`src/rtl/jtag_dr_scan_ctrl.sv`:
```
// jtag_dr_scan_ctrl: JTAG data-register scan controller for IDCODE, USER and BYPASS registers.
// Define JTAG_USER_REG_EN to build the 8-bit USER register; otherwise USER decodes as BYPASS.
module jtag_dr_scan_ctrl (
    input  logic       clk_tck,
    input  logic       trst_n,
    input  logic       enable,
    input  logic [3:0] ir,
    input  logic       capture_dr,
    input  logic       shift_dr,
    input  logic       update_dr,
    input  logic       tdi,
    output logic       tdo,
    output logic       tdo_en,
    input  logic [7:0] user_in,
    output logic [7:0] user_out,
    output logic       user_update,
    output logic       short_scan
);
`ifdef JTAG_USER_REG_EN
    localparam bit USER_EN = 1'b1;
`else
    localparam bit USER_EN = 1'b0;
`endif
    localparam logic [31:0] IDCODE_VAL = 32'h000FAF01;
    typedef enum logic [1:0] {IDLE, ARMED, SHIFT} state_t;
    typedef enum logic [1:0] {SEL_BYPASS, SEL_IDCODE, SEL_USER} sel_t;
    state_t      state;
    sel_t        sel;
    sel_t        sel_dec;
    logic [5:0]  count;
    logic [5:0]  len;
    logic [31:0] sr;
    logic [31:0] sr_load;
    logic [31:0] sr_shift;
    always_comb begin
        sel_dec  = ir == 4'b1110 ? SEL_IDCODE : (USER_EN && ir == 4'b1010) ? SEL_USER : SEL_BYPASS;
        sr_load  = sel_dec == SEL_IDCODE ? IDCODE_VAL : sel_dec == SEL_USER ? {24'h0, user_in} : 32'h0;
        len      = sel == SEL_IDCODE ? 6'd32 : sel == SEL_USER ? 6'd8 : 6'd1;
        // tdi enters at bit L-1 so it reaches tdo after exactly L shifts
        sr_shift = sel == SEL_IDCODE ? {tdi, sr[31:1]} :
                   sel == SEL_USER   ? {24'h0, tdi, sr[7:1]} : {31'h0, tdi};
    end
    assign tdo    = sr[0];
    assign tdo_en = shift_dr && state != IDLE;
    always_ff @(posedge clk_tck or negedge trst_n) begin
        if (!trst_n) begin
            state       <= IDLE;
            sel         <= SEL_BYPASS;
            count       <= 6'd0;
            sr          <= 32'h0;
            user_out    <= 8'h00;
            user_update <= 1'b0;
            short_scan  <= 1'b0;
        end else begin
            user_update <= 1'b0;
            short_scan  <= 1'b0;
            if (enable) begin
                if (capture_dr) begin
                    sel   <= sel_dec;
                    count <= 6'd0;
                    sr    <= sr_load;
                    state <= ARMED;
                end else if (update_dr && state != IDLE) begin
                    state <= IDLE;
                    if (sel == SEL_USER && count == 6'd8) begin
                        user_out    <= sr[7:0];
                        user_update <= 1'b1;
                    end
                    if (count < len)
                        short_scan <= 1'b1;
                end else if (shift_dr && state != IDLE) begin
                    sr    <= sr_shift;
                    state <= SHIFT;
                    count <= count == len ? count : count + 6'd1;
                end
            end
        end
    end
endmodule

```
`config.mk`:
```
export PLATFORM = sky130hd
export DESIGN_NAME = jtag_dr_scan_ctrl
export DESIGN_NICKNAME = d
export VERILOG_FILES = /design/src/rtl/jtag_dr_scan_ctrl.sv
export SDC_FILE = /design/constraint.sdc
export NUM_CORES = 1
export LEC_CHECK = 0
export CAP_MARGIN = 20
export CORE_MARGIN = 2
export CORE_UTILIZATION = 45
export CTS_BUF_LIST = sky130_fd_sc_hd__clkbuf_8 sky130_fd_sc_hd__clkbuf_16
export DETAILED_ROUTE_END_ITERATION = 6
export PLACE_DENSITY = 0.68
export SYNTH_ARGS = -nofsm -noshare
export SYNTH_HDL_FRONTEND = slang
export SYNTH_SLANG_ARGS = --single-unit
```
`constraint.sdc`:
```
create_clock -name clk_tck -period 4.6 [get_ports clk_tck]
set_clock_uncertainty 0.05 [all_clocks]
set_input_delay 0.69 -clock clk_tck [delete_from_list [all_inputs] [get_ports clk_tck]]
set_output_delay 0.69 -clock clk_tck [all_outputs]
set_load 0.005 [all_outputs]
```
-- Yosys cells after proc, flatten, opt, wreduce, memory -nomap -nowiden
Index checks and enable logic that the tools add are counted.
- flip-flop bits (word level): 52
- bits of input ports: 19
- output and inout port bits: 12
- word-level logic and storage cells: 55
- add/sub/neg operators: 1
- magnitude comparators: 1
- eq/ne operators: 9
- muxes and demuxes: 25
- bitwise operators: 1
- reduce and logical (&&, ||, !) cells: 11
- operators with widths (cell ; number):
    32-bit 2-to-1 mux ; 4
    6-bit 2-to-1 mux ; 5
    20-bit 2-to-1 mux ; 1
    8-bit 2-to-1 mux ; 2
    1-bit 2-to-1 mux ; 9
    4-bit AND reduction ; 2
    6-bit by 1-bit adder with 6-bit output, second input constant ; 1
    6-bit by 4-bit == test with 1-bit output, second input constant ; 1
    6-bit == test ; 1
    6-bit < comparator ; 1
    2-bit 2-to-1 mux ; 3
    4-bit == test, second input constant ; 1
    4-bit 2-to-1 mux ; 1
    2-bit inequality test, second input constant ; 2
    2-bit AND reduction ; 2
    2-bit nonzero test ; 2
    1-bit logical AND ; 3
    3-bit AND reduction ; 1
    3-bit nonzero test ; 1
    1-bit by 2-bit == test with 1-bit output, second input constant ; 1
    2-bit by 1-bit == test with 1-bit output, second input constant ; 1
    2-bit == test, second input constant ; 1
    1-bit == test, second input constant ; 1
    1-bit NOT ; 1

-- Depth between registers and ports, before layout
Gate-level depths: netlist of the first run.
- depth in word-level cells: 8
- mapped depth: 5
- depth with buffers taken out: 5

-- Worst setup path after synthesis of the first run
No wires, ideal clock.
- path kind: input to register
- start: input port shift_dr
- end: register count[0]
- setup time: 0.125 ns
- arrival: 1.479 ns
- required time: 4.425 ns
- slack: 2.946 ns
- stages: 4
- buffers on the path: 0
- cell sequence: o21a_2 > a21o_4 > nand3_2 > mux2_4
- cells in the longest elaborated chain, start to end: 3
- RTL lines (item ; line ; text):
    start, declared ; 9 ; input logic shift_dr,
    1-bit logical AND ; 71 ; end else if (shift_dr && state != IDLE) begin
    2-bit nonzero test (no source line) ; - ;
    4-bit AND reduction (no source line) ; - ;
    end signal, assigned ; 74 ; count <= count == len ? count : count + 6'd1;
    end, declared ; 30 ; logic [5:0] count;
No other way between the ends.
A chain may end at the register's enable or synchronous reset.

-- Worst setup path in the final report of the first run
- start: input port shift_dr
- end: output port tdo_en
- cells in the longest elaborated chain, start to end: 1
- RTL lines (item ; line ; text):
    1-bit logical AND ; 44 ; assign tdo_en = shift_dr && state != IDLE;
    end, declared ; 13 ; output logic tdo_en,
No other way between the ends.

==> report_table.html, run 1 <==
<table>
<tr><th>Metric</th><th>Value</th></tr>
<tr><th colspan="2">Die</th></tr>
<tr><td>Vertical die dimension</td><td>between 70 and 80 um</td></tr>
<tr><td>Die Footprint</td><td>between 5000 and 6000 um^2</td></tr>
<tr><td>Site row count</td><td>24</td></tr>
<tr><td>Area inside the core boundary</td><td>about 4400 um^2</td></tr>
<tr><td>Horizontal die dimension</td><td>~72 um</td></tr>
<tr><td>Initial core utilization</td><td>46.9%</td></tr>
<tr><td>I/O pins</td><td>31</td></tr>
<tr><th colspan="2">Yosys</th></tr>
<tr><td>XOR/XNOR share of the synthesized area</td><td>0%</td></tr>
<tr><td>Cell with the most instances after synthesis</td><td>sky130_fd_sc_hd__o21ai_0</td></tr>
<tr><td>Multiplexer fraction of the synthesized cell area</td><td>3.04%</td></tr>
<tr><td>Cell types occupying the most area after synthesis</td><td>sky130_fd_sc_hd__dfrtp_1, sky130_fd_sc_hd__o21ai_0, sky130_fd_sc_hd__nand2_1</td></tr>
<tr><td>Ys flop type</td><td>sky130_fd_sc_hd__dfrtp_1</td></tr>
<tr><td>Simple-gate share of the synthesized area</td><td>between 10% and 20%</td></tr>
<tr><td>Synth warnings</td><td>0</td></tr>
<tr><td>Number of enable-type register cells in the synthesized netlist</td><td>0</td></tr>
<tr><td>Flops &amp; latches, synth</td><td>between 40 and 50</td></tr>
<tr><td>Avg Synthesized Cell Area</td><td>between 9 and 10 um^2</td></tr>
<tr><td>Cell area after technology mapping</td><td>2060 um^2</td></tr>
<tr><td>Fraction of the mapped netlist area in adder cells</td><td>roughly 1.8%</td></tr>
<tr><td>Most frequent cells after synthesis</td><td>sky130_fd_sc_hd__o21ai_0, sky130_fd_sc_hd__dfrtp_1, sky130_fd_sc_hd__nand2_1</td></tr>
<tr><td>Fraction of registers with async set/reset</td><td>100%</td></tr>
<tr><td>Gate count after technology mapping</td><td>about 220</td></tr>
<tr><td>Main combinational cell family by area after synthesis</td><td>compound AO/OA/AOI/OAI gates</td></tr>
<tr><td>Sequential fraction of the synthesis area</td><td>~50%</td></tr>
<tr><td>Share of Yosys cell area claimed by the top area cell type</td><td>51.1%</td></tr>
<tr><td>Distinct cells, synth</td><td>42</td></tr>
<tr><td>Cell accounting for the most synthesized area</td><td>sky130_fd_sc_hd__dfrtp_1</td></tr>
<tr><td>Compound-gate portion of the synthesized area</td><td>between 20% and 30%</td></tr>
<tr><th colspan="2">STA</th></tr>
<tr><td>Worst slew pin tran</td><td>0.921 ns</td></tr>
<tr><td>Total count of hold-check failures in the final report</td><td>0</td></tr>
<tr><td>Worst relative slew slack</td><td>roughly 39%</td></tr>
<tr><td>Pins Over Slew Limit</td><td>0</td></tr>
<tr><td>Number of endpoints failing setup at the final stage</td><td>0</td></tr>
<tr><td>Final period util</td><td>~58%</td></tr>
<tr><td>Fmax</td><td>between 300 and 400 MHz</td></tr>
<tr><td>Unrepaired setup endpoints after global routing</td><td>false</td></tr>
<tr><td>Fin crit period</td><td>2.65 ns</td></tr>
<tr><td>Setup TNS</td><td>0 ns</td></tr>
<tr><th colspan="2">Clocking</th></tr>
<tr><td>Library cell used as clock root buffer</td><td>sky130_fd_sc_hd__clkbuf_8</td></tr>
<tr><td>Maximum clock path buffer count</td><td>2</td></tr>
<tr><td>Number of gates resized after CTS</td><td>0</td></tr>
<tr><td># Post-CTS Setup Buffers</td><td>0</td></tr>
<tr><td>CTS tree</td><td>done</td></tr>
<tr><td>H-tree levels</td><td>2</td></tr>
<tr><td>Number of buffers inserted by hold repair at cts</td><td>0</td></tr>
<tr><td>Clock latency on the worst-skew pair</td><td>between 0.2 and 0.3 ns</td></tr>
<tr><td>TritonCTS Sinks</td><td>between 40 and 50</td></tr>
<tr><td>Clock buffer count from CTS</td><td>5</td></tr>
<tr><td>Clock transition time at the flip-flop clock pins of the worst setup and hold paths</td><td>around 0.080 ns</td></tr>
<tr><th colspan="2">Final layout</th></tr>
<tr><td>Relative area change from synthesis to final layout</td><td>7.48%</td></tr>
<tr><td>Number of fill cells in the layout</td><td>~400</td></tr>
<tr><td>Layout cells sized above 1</td><td>9.01%</td></tr>
<tr><td>Final-stage net count</td><td>about 240</td></tr>
<tr><td>Number of antenna diodes</td><td>0</td></tr>
<tr><th colspan="2">Critical path</th></tr>
<tr><td>Worst Path Arrival</td><td>about 1.9 ns</td></tr>
<tr><td>Biggest cell delay along the critical path</td><td>around 0.51 ns</td></tr>
<tr><td>Top delay family on crit path</td><td>buffers and inverters</td></tr>
<tr><td>Library cell contributing the largest single delay on the critical path</td><td>sky130_fd_sc_hd__clkdlybuf4s50_1</td></tr>
<tr><td>Top cell by count, worst path</td><td>sky130_fd_sc_hd__clkdlybuf4s50_1</td></tr>
<tr><td>Highest net fanout along the worst path</td><td>3</td></tr>
<tr><td>Cells along the critical path</td><td>clkdlybuf4s50_1 -&gt; o21a_2 -&gt; clkdlybuf4s50_1</td></tr>
<tr><td>Sort of element at the end of the critical path</td><td>output port</td></tr>
<tr><td>Data required, critical path</td><td>between 3 and 4 ns</td></tr>
<tr><td>Critical Setup Path Class</td><td>in -&gt; out</td></tr>
<tr><td>Combined buffer and inverter count along the critical path</td><td>2</td></tr>
<tr><td>Kind of start point of the critical path</td><td>primary input</td></tr>
<tr><th colspan="2">Place</th></tr>
<tr><td>GP Congestion</td><td>~0.73</td></tr>
<tr><td>HPWL reported at the end of detailed placement</td><td>about 2.3 mm</td></tr>
<tr><td>Total of buffers placed on input and output ports</td><td>13</td></tr>
<tr><th colspan="2">Route</th></tr>
<tr><td>Via-per-instance ratio</td><td>around 5.7</td></tr>
<tr><td>DRC violation count after routing</td><td>0</td></tr>
<tr><td>Iter 0 DRT Violations</td><td>roughly 120</td></tr>
<tr><td>Via count</td><td>1,556</td></tr>
<tr><td>Total wirelength of the detailed-routed design</td><td>around 3.8 mm</td></tr>
<tr><td>Wirelength per Cell</td><td>approximately 14 um</td></tr>
<tr><td>Number of nets with antenna violations after routing</td><td>0</td></tr>
<tr><td>Length of the first detailed-routing pass in iterations</td><td>4</td></tr>
<tr><th colspan="2">Run</th></tr>
<tr><td>Number of max-cap violations</td><td>0</td></tr>
<tr><th colspan="2">Global routing</th></tr>
<tr><td>Global-route wire length before repair</td><td>about 6.7 mm</td></tr>
<tr><td>Number of antenna violations at the first check in global routing</td><td>0</td></tr>
<tr><td>Total Routing Usage GR</td><td>roughly 17%</td></tr>
<tr><td>Total global routing overflow</td><td>0</td></tr>
<tr><td>Maximum number of pins on one net before global-route repair</td><td>between 40 and 50</td></tr>
<tr><td>Number of global-route vias before repair</td><td>about 1.5k</td></tr>
<tr><th colspan="2">Power and ir drop</th></tr>
<tr><td>Static Leak</td><td>0.939 nW</td></tr>
<tr><td>Power per Cell Area</td><td>~340 nW/um^2</td></tr>
<tr><td>Overall power after layout</td><td>between 0.0007 and 0.0008 W</td></tr>
<tr><td>Largest vdd supply drop</td><td>about 140 uV</td></tr>
<tr><th colspan="2">Min path</th></tr>
<tr><td>HP Class</td><td>reg -&gt; reg</td></tr>
<tr><th colspan="2">Status</th></tr>
<tr><td>Status</td><td>finished clean</td></tr>
</table>
## final timing paths
path	depth (start not counted)	slack (ns)	end	start
setup / recovery	3	1.95	tdo_en	shift_dr
hold / removal	2	0.46	sr[5]	sr[5]
setup reg to reg	4	2.77	count[5]	state[0]
hold reg to reg	2	0.46	sr[5]	sr[5]
max in group asynchronous	1	3.45	sr[17]	trst_n
min in group asynchronous	1	0.48	sr[27]	trst_n
## kinds of logic (layout without fill, tap and decap cells)
logic type,after synthesis,count (layout)
flops,42,42
other cells,1,9
buf+inv,29,26
compound gates,87,87
mux,5,5
simple gates,50,50
fa+ha+maj,3,3
## layer usage
layer | vias up | GRT usage (%) | part of all wire, %
met5 | - | 0 | 0
met2 | 30 | 26.6 | 48
met1 | 776 | 21.0 | 46
met3 | 4 | 5.49 | 3.9
li1 | 746 | - | -
met4 | 0 | 6.92 | 1.2
## power by group
part | leakage, nW | internal, W | total, W | switching [W]
clock network | 0.0466 | 0.000100 | 0.000220 | 0.000120
registers | 0.571 | 0.000392 | 0.000416 | 0.0000239
logic | 0.322 | 0.0000512 | 0.000112 | 0.0000603
## stage by stage
| step | cells | setup slack [ns] | cell area (um^2) | util [%] | hold slack (ns) |
|---|---|---|---|---|---|
| floorplan | 225 | 2.95 | 2090 | - | 0.344 |
| global placement | 267 | 1.80 | 2140 | 48.7 | 0.433 |
| detailed placement | 267 | 1.78 | 2140 | 48.7 | 0.448 |
| CTS | 274 | 1.95 | 2210 | 50.5 | 0.464 |
| global route | 274 | 1.94 | 2210 | 50.5 | 0.496 |
| finish | 274 | 1.95 | 2210 | 50.5 | 0.463 |
## final cells by class
class,instances,area (um^2),share of cell area [%]
clock buffers,5,68.8,3.11
clock inverters,2,7.51,0.339
inverters,5,18.8,0.848
multi-input cells,154,868,39.3
flip-flops and latches,42,1050,47.5
well taps,52,65.1,2.94
repair buffers,14,133,6.00
## layout by cell type (no fill, tap or decap), types with 2 or more instances in the layout
cell,synthesis,routed
sky130_fd_sc_hd__nand2_1,26,26
sky130_fd_sc_hd__mux2_2,2,2
sky130_fd_sc_hd__o21ai_0,58,58
sky130_fd_sc_hd__nor4_1,2,2
sky130_fd_sc_hd__clkbuf_8,0,5
sky130_fd_sc_hd__a21oi_1,11,11
sky130_fd_sc_hd__nor2_1,8,7
sky130_fd_sc_hd__a31oi_1,2,2
sky130_fd_sc_hd__o21ai_1,7,7
sky130_fd_sc_hd__nand3_1,2,2
sky130_fd_sc_hd__ha_1,3,3
sky130_fd_sc_hd__mux2_4,2,2
sky130_fd_sc_hd__dfrtp_1,42,42
sky130_fd_sc_hd__conb_1,1,9
sky130_fd_sc_hd__clkdlybuf4s50_1,0,12
sky130_fd_sc_hd__inv_1,4,6
## flip-flops by register name, summed over array words and instances (netlist names)
register / count
state: 2
count: 6
sel: 1
short_scan: 1
sr: 32
## worst reg2reg max path, stage by stage, from the launching register on
cell and delay [ns]:
sky130_fd_sc_hd__dfrtp_1 0.41, sky130_fd_sc_hd__o21a_2 0.24, sky130_fd_sc_hd__a21oi_4 0.63, sky130_fd_sc_hd__nor3_2 0.10, sky130_fd_sc_hd__a211o_1 0.28
(Power assumes the default switching activity.)
==> run 2: changes to the inputs <==
Clock period 4.6 ns to 2.6 ns, I/O delays scaled along.
==> run 2 against run 1 <==
Compared with the run above: worst setup slack lost 1.4 ns; worst hold slack lost 0.28 ns; combinational power grew 83%; register-to-register slack lost 1.9 ns; sequential cell count is the same.
==> report_table.html, run 2 (synthesis gave the netlist of run 1 again) <==
<table>
<tr><th>Metric</th><th>Value</th></tr>
<tr><th colspan="2">Clocking</th></tr>
<tr><td>Clock buffer count from CTS</td><td>5</td></tr>
<tr><td>Number of buffers inserted by hold repair at cts</td><td>0</td></tr>
<tr><td>H-tree levels</td><td>2</td></tr>
<tr><td>CTS tree</td><td>done</td></tr>
<tr><td>Library cell used as clock root buffer</td><td>sky130_fd_sc_hd__clkbuf_8</td></tr>
<tr><td>TritonCTS Sinks</td><td>between 40 and 50</td></tr>
<tr><td>Clock transition time at the flip-flop clock pins of the worst setup and hold paths</td><td>0.08 ns</td></tr>
<tr><td>Maximum clock path buffer count</td><td>2</td></tr>
<tr><td>Number of gates resized after CTS</td><td>0</td></tr>
<tr><td>Clock latency on the worst-skew pair</td><td>slightly below 0.3 ns</td></tr>
<tr><td># Post-CTS Setup Buffers</td><td>0</td></tr>
<tr><th colspan="2">Global routing</th></tr>
<tr><td>Total global routing overflow</td><td>0</td></tr>
<tr><td>Total Routing Usage GR</td><td>16.7%</td></tr>
<tr><td>Global-route wire length before repair</td><td>just under 7 mm</td></tr>
<tr><td>Maximum number of pins on one net before global-route repair</td><td>between 40 and 50</td></tr>
<tr><td>Number of global-route vias before repair</td><td>roughly 1.5k</td></tr>
<tr><td>Number of antenna violations at the first check in global routing</td><td>0</td></tr>
<tr><th colspan="2">Final layout</th></tr>
<tr><td>Relative area change from synthesis to final layout</td><td>10.0%</td></tr>
<tr><td>Area taken by multi-input logic gates</td><td>around 870 um^2</td></tr>
<tr><td>Biggest registers after layout</td><td>sr (32), count (6), state (2)</td></tr>
<tr><td>Most frequent standard cell in the layout excluding fill and tap cells</td><td>sky130_fd_sc_hd__o21ai_0</td></tr>
<tr><td>Number of antenna diodes</td><td>0</td></tr>
<tr><td>Layout cells sized above 1</td><td>between 10% and 20%</td></tr>
<tr><td>Register with the most flip-flops</td><td>sr</td></tr>
<tr><td>Max FFs per register</td><td>32</td></tr>
<tr><td>FF/Latch Area</td><td>approximately 1100 um^2</td></tr>
<tr><td>Final-stage net count</td><td>around 250</td></tr>
<tr><td>Number of fill cells in the layout</td><td>414</td></tr>
<tr><td>Commonest cells after routing, fill and taps aside</td><td>sky130_fd_sc_hd__o21ai_0, sky130_fd_sc_hd__dfrtp_1, sky130_fd_sc_hd__nand2_1</td></tr>
<tr><th colspan="2">Critical path</th></tr>
<tr><td>Data required, critical path</td><td>~2.2 ns</td></tr>
<tr><td>Kind of start point of the critical path</td><td>primary input</td></tr>
<tr><td>Critical Setup Path Class</td><td>in -&gt; out</td></tr>
<tr><td>Biggest cell delay along the critical path</td><td>roughly 0.52 ns</td></tr>
<tr><td>Sort of element at the end of the critical path</td><td>output port</td></tr>
<tr><td>Library cell contributing the largest single delay on the critical path</td><td>sky130_fd_sc_hd__clkdlybuf4s50_1</td></tr>
<tr><td>Combined buffer and inverter count along the critical path</td><td>2</td></tr>
<tr><td>Worst Path Arrival</td><td>1.59 ns</td></tr>
<tr><td>Cells along the critical path</td><td>clkdlybuf4s50_1 -&gt; o21a_2 -&gt; clkdlybuf4s50_1</td></tr>
<tr><td>Top delay family on crit path</td><td>buffers and inverters</td></tr>
<tr><td>Top cell by count, worst path</td><td>sky130_fd_sc_hd__clkdlybuf4s50_1</td></tr>
<tr><td>Highest net fanout along the worst path</td><td>3</td></tr>
<tr><th colspan="2">Route</th></tr>
<tr><td>Total wirelength of the detailed-routed design</td><td>around 3.9 mm</td></tr>
<tr><td>Via count</td><td>between 1.5k and 2k</td></tr>
<tr><td>Length of the first detailed-routing pass in iterations</td><td>4</td></tr>
<tr><td>Wirelength per Cell</td><td>14.1 um</td></tr>
<tr><td>Number of nets with antenna violations after routing</td><td>0</td></tr>
<tr><td>DRC violation count after routing</td><td>0</td></tr>
<tr><td>Via-per-instance ratio</td><td>roughly 5.5</td></tr>
<tr><td>Iter 0 DRT Violations</td><td>74</td></tr>
<tr><th colspan="2">STA</th></tr>
<tr><td>Setup TNS</td><td>0 ns</td></tr>
<tr><td>Number of endpoints failing setup at the final stage</td><td>0</td></tr>
<tr><td>Final period util</td><td>around four fifths</td></tr>
<tr><td>Worst slew pin tran</td><td>0.924 ns</td></tr>
<tr><td>Total count of hold-check failures in the final report</td><td>0</td></tr>
<tr><td>Fin crit period</td><td>slightly above 2 ns</td></tr>
<tr><td>Fmax</td><td>between 400 and 500 MHz</td></tr>
<tr><td>Unrepaired setup endpoints after global routing</td><td>false</td></tr>
<tr><td>Worst relative slew slack</td><td>38.4%</td></tr>
<tr><td>Pins Over Slew Limit</td><td>0</td></tr>
<tr><th colspan="2">Place</th></tr>
<tr><td>HPWL reported at the end of detailed placement</td><td>roughly 2.4 mm</td></tr>
<tr><td>Total of buffers placed on input and output ports</td><td>13</td></tr>
<tr><td>GP Congestion</td><td>approximately 0.75</td></tr>
<tr><th colspan="2">Die</th></tr>
<tr><td>Horizontal die dimension</td><td>roughly 72 um</td></tr>
<tr><td>Initial core utilization</td><td>a little under half</td></tr>
<tr><td>Area inside the core boundary</td><td>around 4400 um^2</td></tr>
<tr><td>Vertical die dimension</td><td>around 70 um</td></tr>
<tr><td>I/O pins</td><td>31</td></tr>
<tr><td>Site row count</td><td>24</td></tr>
<tr><td>Die Footprint</td><td>5130 um^2</td></tr>
<tr><th colspan="2">Power and ir drop</th></tr>
<tr><td>Overall power after layout</td><td>0.00137 W</td></tr>
<tr><td>Largest vdd supply drop</td><td>303 uV</td></tr>
<tr><td>Static Leak</td><td>0.970 nW</td></tr>
<tr><td>Power per Cell Area</td><td>a little over 600 nW/um^2</td></tr>
<tr><th colspan="2">Status</th></tr>
<tr><td>Status</td><td>finished clean</td></tr>
<tr><th colspan="2">Min path</th></tr>
<tr><td>HP Class</td><td>in -&gt; async</td></tr>
<tr><th colspan="2">Run</th></tr>
<tr><td>Number of max-cap violations</td><td>0</td></tr>
</table>
run 2: cell count changes in the layout (fill, tap and decap cells not counted):
| cell | delta |
|---|---|
| sky130_fd_sc_hd__buf_4 | +5 |
| sky130_fd_sc_hd__clkbuf_8 | +1 |
| sky130_fd_sc_hd__clkinv_2 | +1 |
| sky130_fd_sc_hd__inv_1 | -1 |
run 2: layout make-up:
type	count	area share, %
clock buffers	6	3.65
clock inverters	2	0.387
inverters	5	0.829
multi-input cells	154	38.3
flip-flops and latches	42	46.4
well taps	52	2.87
repair buffers	19	7.51
run 2: per-layer routing:
layer,share of wire [%],vias to the layer above,global-route usage (%)
met5,0,-,0
met3,2.4,7,3.80
met1,47,744,21.4
li1,-,762,-
met2,49,20,27.5
met4,1.3,0,6.50
run 2: path summary, 6_finish.rpt:
| kind | endpoint | slack [ns] | depth (start not counted) | start |
|---|---|---|---|---|
| max in group asynchronous | state[0] | 1.74 | 1 | trst_n |
| worst min-delay path | sr[30] | 0.18 | 1 | trst_n |
| worst min register to register | sr[6] | 0.46 | 2 | sr[6] |
| worst max register to register | count[0] | 0.91 | 4 | count[4] |
| worst max-delay path | tdo_en | 0.57 | 3 | shift_dr |
| min in group clk_tck | sr[6] | 0.46 | 2 | sr[6] |
run 2: where the power goes:
group	internal (W)	switching, W	total, W
clock network	0.000210	0.000213	0.000423
registers	0.000693	0.0000452	0.000738
logic	0.0000955	0.000109	0.000205
run 2: metrics by stage:
| stage | setup WS, ns | hold slack [ns] | instance area (um^2) | cells | utilization [%] |
|---|---|---|---|---|---|
| finish | 0.566 | 0.185 | 2260 | 280 | 51.7 |
| global route | 0.525 | 0.273 | 2260 | 280 | 51.7 |
| CTS | 0.562 | 0.223 | 2260 | 280 | 51.7 |
| floorplan | 1.13 | 0.0444 | 2090 | 225 | - |
| global placement | 0.430 | 0.433 | 2170 | 272 | 49.6 |
| detailed placement | 0.435 | 0.449 | 2170 | 272 | 49.6 |
==> run 3: changes to the inputs <==
Settings changed: PLACE_DENSITY 0.68 to 0.71.
Clock period 2.6 ns to 1.7 ns, I/O delays scaled along.
==> run 3 against run 2 <==
Compared with the run above: final cell count is 5.4% higher; worst hold slack better by 0.15 ns; sequential power rose by 53%; critical path depth fell by 1; core utilization up 5.1 points; largest cell class unchanged.
==> report_table.html, run 3 (synthesis gave the netlist of run 1 again) <==
<table>
<tr><th>Metric</th><th>Value</th></tr>
<tr><th colspan="2">Route</th></tr>
<tr><td>Via count</td><td>1,605</td></tr>
<tr><td>Iter 0 DRT Violations</td><td>between 150 and 200</td></tr>
<tr><td>Length of the first detailed-routing pass in iterations</td><td>4</td></tr>
<tr><td>Number of nets with antenna violations after routing</td><td>0</td></tr>
<tr><td>Via-per-instance ratio</td><td>5.44</td></tr>
<tr><td>Wirelength per Cell</td><td>14.0 um</td></tr>
<tr><td>Total wirelength of the detailed-routed design</td><td>4.13 mm</td></tr>
<tr><td>DRC violation count after routing</td><td>0</td></tr>
<tr><th colspan="2">Critical path</th></tr>
<tr><td>Biggest cell delay along the critical path</td><td>around 0.44 ns</td></tr>
<tr><td>Combined buffer and inverter count along the critical path</td><td>1</td></tr>
<tr><td>Library cell contributing the largest single delay on the critical path</td><td>sky130_fd_sc_hd__clkdlybuf4s50_1</td></tr>
<tr><td>Highest net fanout along the worst path</td><td>4</td></tr>
<tr><td>Cells along the critical path</td><td>o21a_2 -&gt; clkdlybuf4s50_1</td></tr>
<tr><td>Critical Setup Path Class</td><td>reg -&gt; out</td></tr>
<tr><td>Top delay family on crit path</td><td>buffers and inverters</td></tr>
<tr><td>Worst Path Arrival</td><td>1.36 ns</td></tr>
<tr><td>Sort of element at the end of the critical path</td><td>output port</td></tr>
<tr><td>Data required, critical path</td><td>1.39 ns</td></tr>
<tr><td>Kind of start point of the critical path</td><td>flop</td></tr>
<tr><th colspan="2">Power and ir drop</th></tr>
<tr><td>Static Leak</td><td>~1.1 nW</td></tr>
<tr><td>Overall power after layout</td><td>~0.0022 W</td></tr>
<tr><td>Power per Cell Area</td><td>880 nW/um^2</td></tr>
<tr><td>Largest vdd supply drop</td><td>between 500 and 600 uV</td></tr>
<tr><th colspan="2">STA</th></tr>
<tr><td>Fmax</td><td>between 600 and 700 MHz</td></tr>
<tr><td>Number of endpoints failing setup at the final stage</td><td>0</td></tr>
<tr><td>Setup TNS</td><td>0 ns</td></tr>
<tr><td>Fin crit period</td><td>1.66 ns</td></tr>
<tr><td>Final period util</td><td>between 90% and 100%</td></tr>
<tr><td>Total count of hold-check failures in the final report</td><td>0</td></tr>
<tr><td>Unrepaired setup endpoints after global routing</td><td>false</td></tr>
<tr><td>Pins Over Slew Limit</td><td>0</td></tr>
<tr><td>Worst relative slew slack</td><td>64.3%</td></tr>
<tr><td>Worst slew pin tran</td><td>0.535 ns</td></tr>
<tr><th colspan="2">Die</th></tr>
<tr><td>Vertical die dimension</td><td>71.6 um</td></tr>
<tr><td>Die Footprint</td><td>5130 um^2</td></tr>
<tr><td>Initial core utilization</td><td>about 47%</td></tr>
<tr><td>Area inside the core boundary</td><td>4380 um^2</td></tr>
<tr><td>Horizontal die dimension</td><td>slightly above 70 um</td></tr>
<tr><td>I/O pins</td><td>31</td></tr>
<tr><td>Site row count</td><td>24</td></tr>
<tr><th colspan="2">Clocking</th></tr>
<tr><td>Library cell used as clock root buffer</td><td>sky130_fd_sc_hd__clkbuf_8</td></tr>
<tr><td>Clock transition time at the flip-flop clock pins of the worst setup and hold paths</td><td>roughly 0.070 ns</td></tr>
<tr><td>H-tree levels</td><td>2</td></tr>
<tr><td>CTS tree</td><td>done</td></tr>
<tr><td>Clock latency on the worst-skew pair</td><td>~0.29 ns</td></tr>
<tr><td>Clock buffer count from CTS</td><td>5</td></tr>
<tr><td>TritonCTS Sinks</td><td>42</td></tr>
<tr><td>Maximum clock path buffer count</td><td>2</td></tr>
<tr><th colspan="2">Final layout</th></tr>
<tr><td>Biggest registers after layout</td><td>sr (32), count (6), state (2)</td></tr>
<tr><td>Most frequent standard cell in the layout excluding fill and tap cells</td><td>sky130_fd_sc_hd__o21ai_0</td></tr>
<tr><td>Layout cells sized above 1</td><td>17.7%</td></tr>
<tr><td>FF/Latch Area</td><td>roughly 1100 um^2</td></tr>
<tr><td>Final-stage net count</td><td>between 200 and 300</td></tr>
<tr><td>Final cell utilization of the core</td><td>56.8%</td></tr>
<tr><td>Number of fill cells in the layout</td><td>379</td></tr>
<tr><td>Commonest cells after routing, fill and taps aside</td><td>sky130_fd_sc_hd__o21ai_0, sky130_fd_sc_hd__dfrtp_1, sky130_fd_sc_hd__nand2_1</td></tr>
<tr><td>Max FFs per register</td><td>32</td></tr>
<tr><td>Number of standard cells in the layout, taps in and fillers out</td><td>~300</td></tr>
<tr><td>Number of antenna diodes</td><td>0</td></tr>
<tr><td>Register with the most flip-flops</td><td>sr</td></tr>
<tr><td>Relative area change from synthesis to final layout</td><td>21.0%</td></tr>
<tr><td>Area taken by multi-input logic gates</td><td>about 870 um^2</td></tr>
<tr><th colspan="2">Global routing</th></tr>
<tr><td>Total Routing Usage GR</td><td>around 17%</td></tr>
<tr><td>Number of antenna violations at the first check in global routing</td><td>0</td></tr>
<tr><td>Number of global-route vias before repair</td><td>about 1.6k</td></tr>
<tr><td>Total global routing overflow</td><td>0</td></tr>
<tr><td>Global-route wire length before repair</td><td>roughly 7.0 mm</td></tr>
<tr><td>Maximum number of pins on one net before global-route repair</td><td>between 40 and 50</td></tr>
<tr><th colspan="2">Place</th></tr>
<tr><td>Total of buffers placed on input and output ports</td><td>13</td></tr>
<tr><td>Count of placed standard cells including taps</td><td>281</td></tr>
<tr><td>GP Congestion</td><td>between 0.8 and 0.9</td></tr>
<tr><td>HPWL reported at the end of detailed placement</td><td>2.34 mm</td></tr>
<tr><th colspan="2">Status</th></tr>
<tr><td>Status</td><td>finished clean</td></tr>
<tr><th colspan="2">Min path</th></tr>
<tr><td>HP Class</td><td>in -&gt; reg</td></tr>
<tr><th colspan="2">Run</th></tr>
<tr><td>Number of max-cap violations</td><td>0</td></tr>
</table>
run 3: cell count changes in the layout (fill, tap and decap cells not counted), sizes merged:
cell / before / now
buf: 7 / 19
clkbuf: 6 / 8
clkdlybuf4s50: 12 / 11
clkinvlp: 0 / 1
dlygate4sd3: 0 / 1
dlymetal6s2s: 0 / 1
inv: 6 / 5
run 3: repair_timing:
item	in CTS	in global routing
hold endpoints to repair	22	0
gates cloned	0	2
setup buffers	1	2
resized for setup	0	2
hold buffers	1	0
setup endpoints to repair	1	8
pin swaps	0	1
run 3: layout make-up:
| cell class | instances | share of cell area (%) |
|---|---|---|
| repair buffers | 34 | 15.5 |
| well taps | 52 | 2.61 |
| clock buffers | 6 | 3.32 |
| flip-flops and latches | 42 | 42.2 |
| multi-input cells | 154 | 35.1 |
| inverters | 5 | 0.754 |
| clock inverters | 2 | 0.503 |
run 3: path summary, 6_finish.rpt:
| check | start | to | slack, ns | cells after the start |
|---|---|---|---|---|
| setup / recovery | state[0] | tdo_en | 0.04 | 2 |
| setup reg to reg | state[0] | count[5] | 0.06 | 7 |
| hold reg to reg | sr[30] | sr[29] | 0.46 | 2 |
| max in group asynchronous | trst_n | count[3] | 0.72 | 3 |
| min in group asynchronous | trst_n | count[0] | 0.50 | 3 |
| hold / removal | shift_dr | state[1] | 0.34 | 4 |
run 3: per-stage QoR:
| stage | worst slack, ns | area (um^2) | hold slack (ns) |
|---|---|---|---|
| 2_1_floorplan | 0.229 | 2090 | -0.0906 |
| 3_3_place_gp | -0.0221 | 2290 | 0.313 |
| 3_5_place_dp | -0.0302 | 2290 | 0.312 |
| 4_1_cts | 0.00941 | 2400 | 0.464 |
| 5_1_grt | 0.000249 | 2490 | 0.396 |
| 6_report | 0.0386 | 2490 | 0.337 |
run 3: worst reg2reg max path, delay by kind of cell (launching register included):
kind / cells / cell delay [ns]
AOI/OAI and AO/OA: 3 / 0.62
buffers and inverters: 3 / 0.40
and+or+nand+nor: 1 / 0.04
DFF: 1 / 0.42
run 3: where the power goes:
part           leakage, nW  switching, W  internal [W]
combinational        0.464      0.000180      0.000206
sequential           0.571     0.0000728       0.00106
clock               0.0472      0.000345      0.000326
total                 1.08      0.000598       0.00159
run 3: routing by layer:
layer  share of wire [%]  vias to the layer above  global-route usage [%]
li1                    -                      788                       -
met1                  49                      777                    24.8
met2                  46                       34                    25.1
met3                 3.3                        6                    3.80
met4                 1.3                        0                    6.50
met5                   0                        -                       0
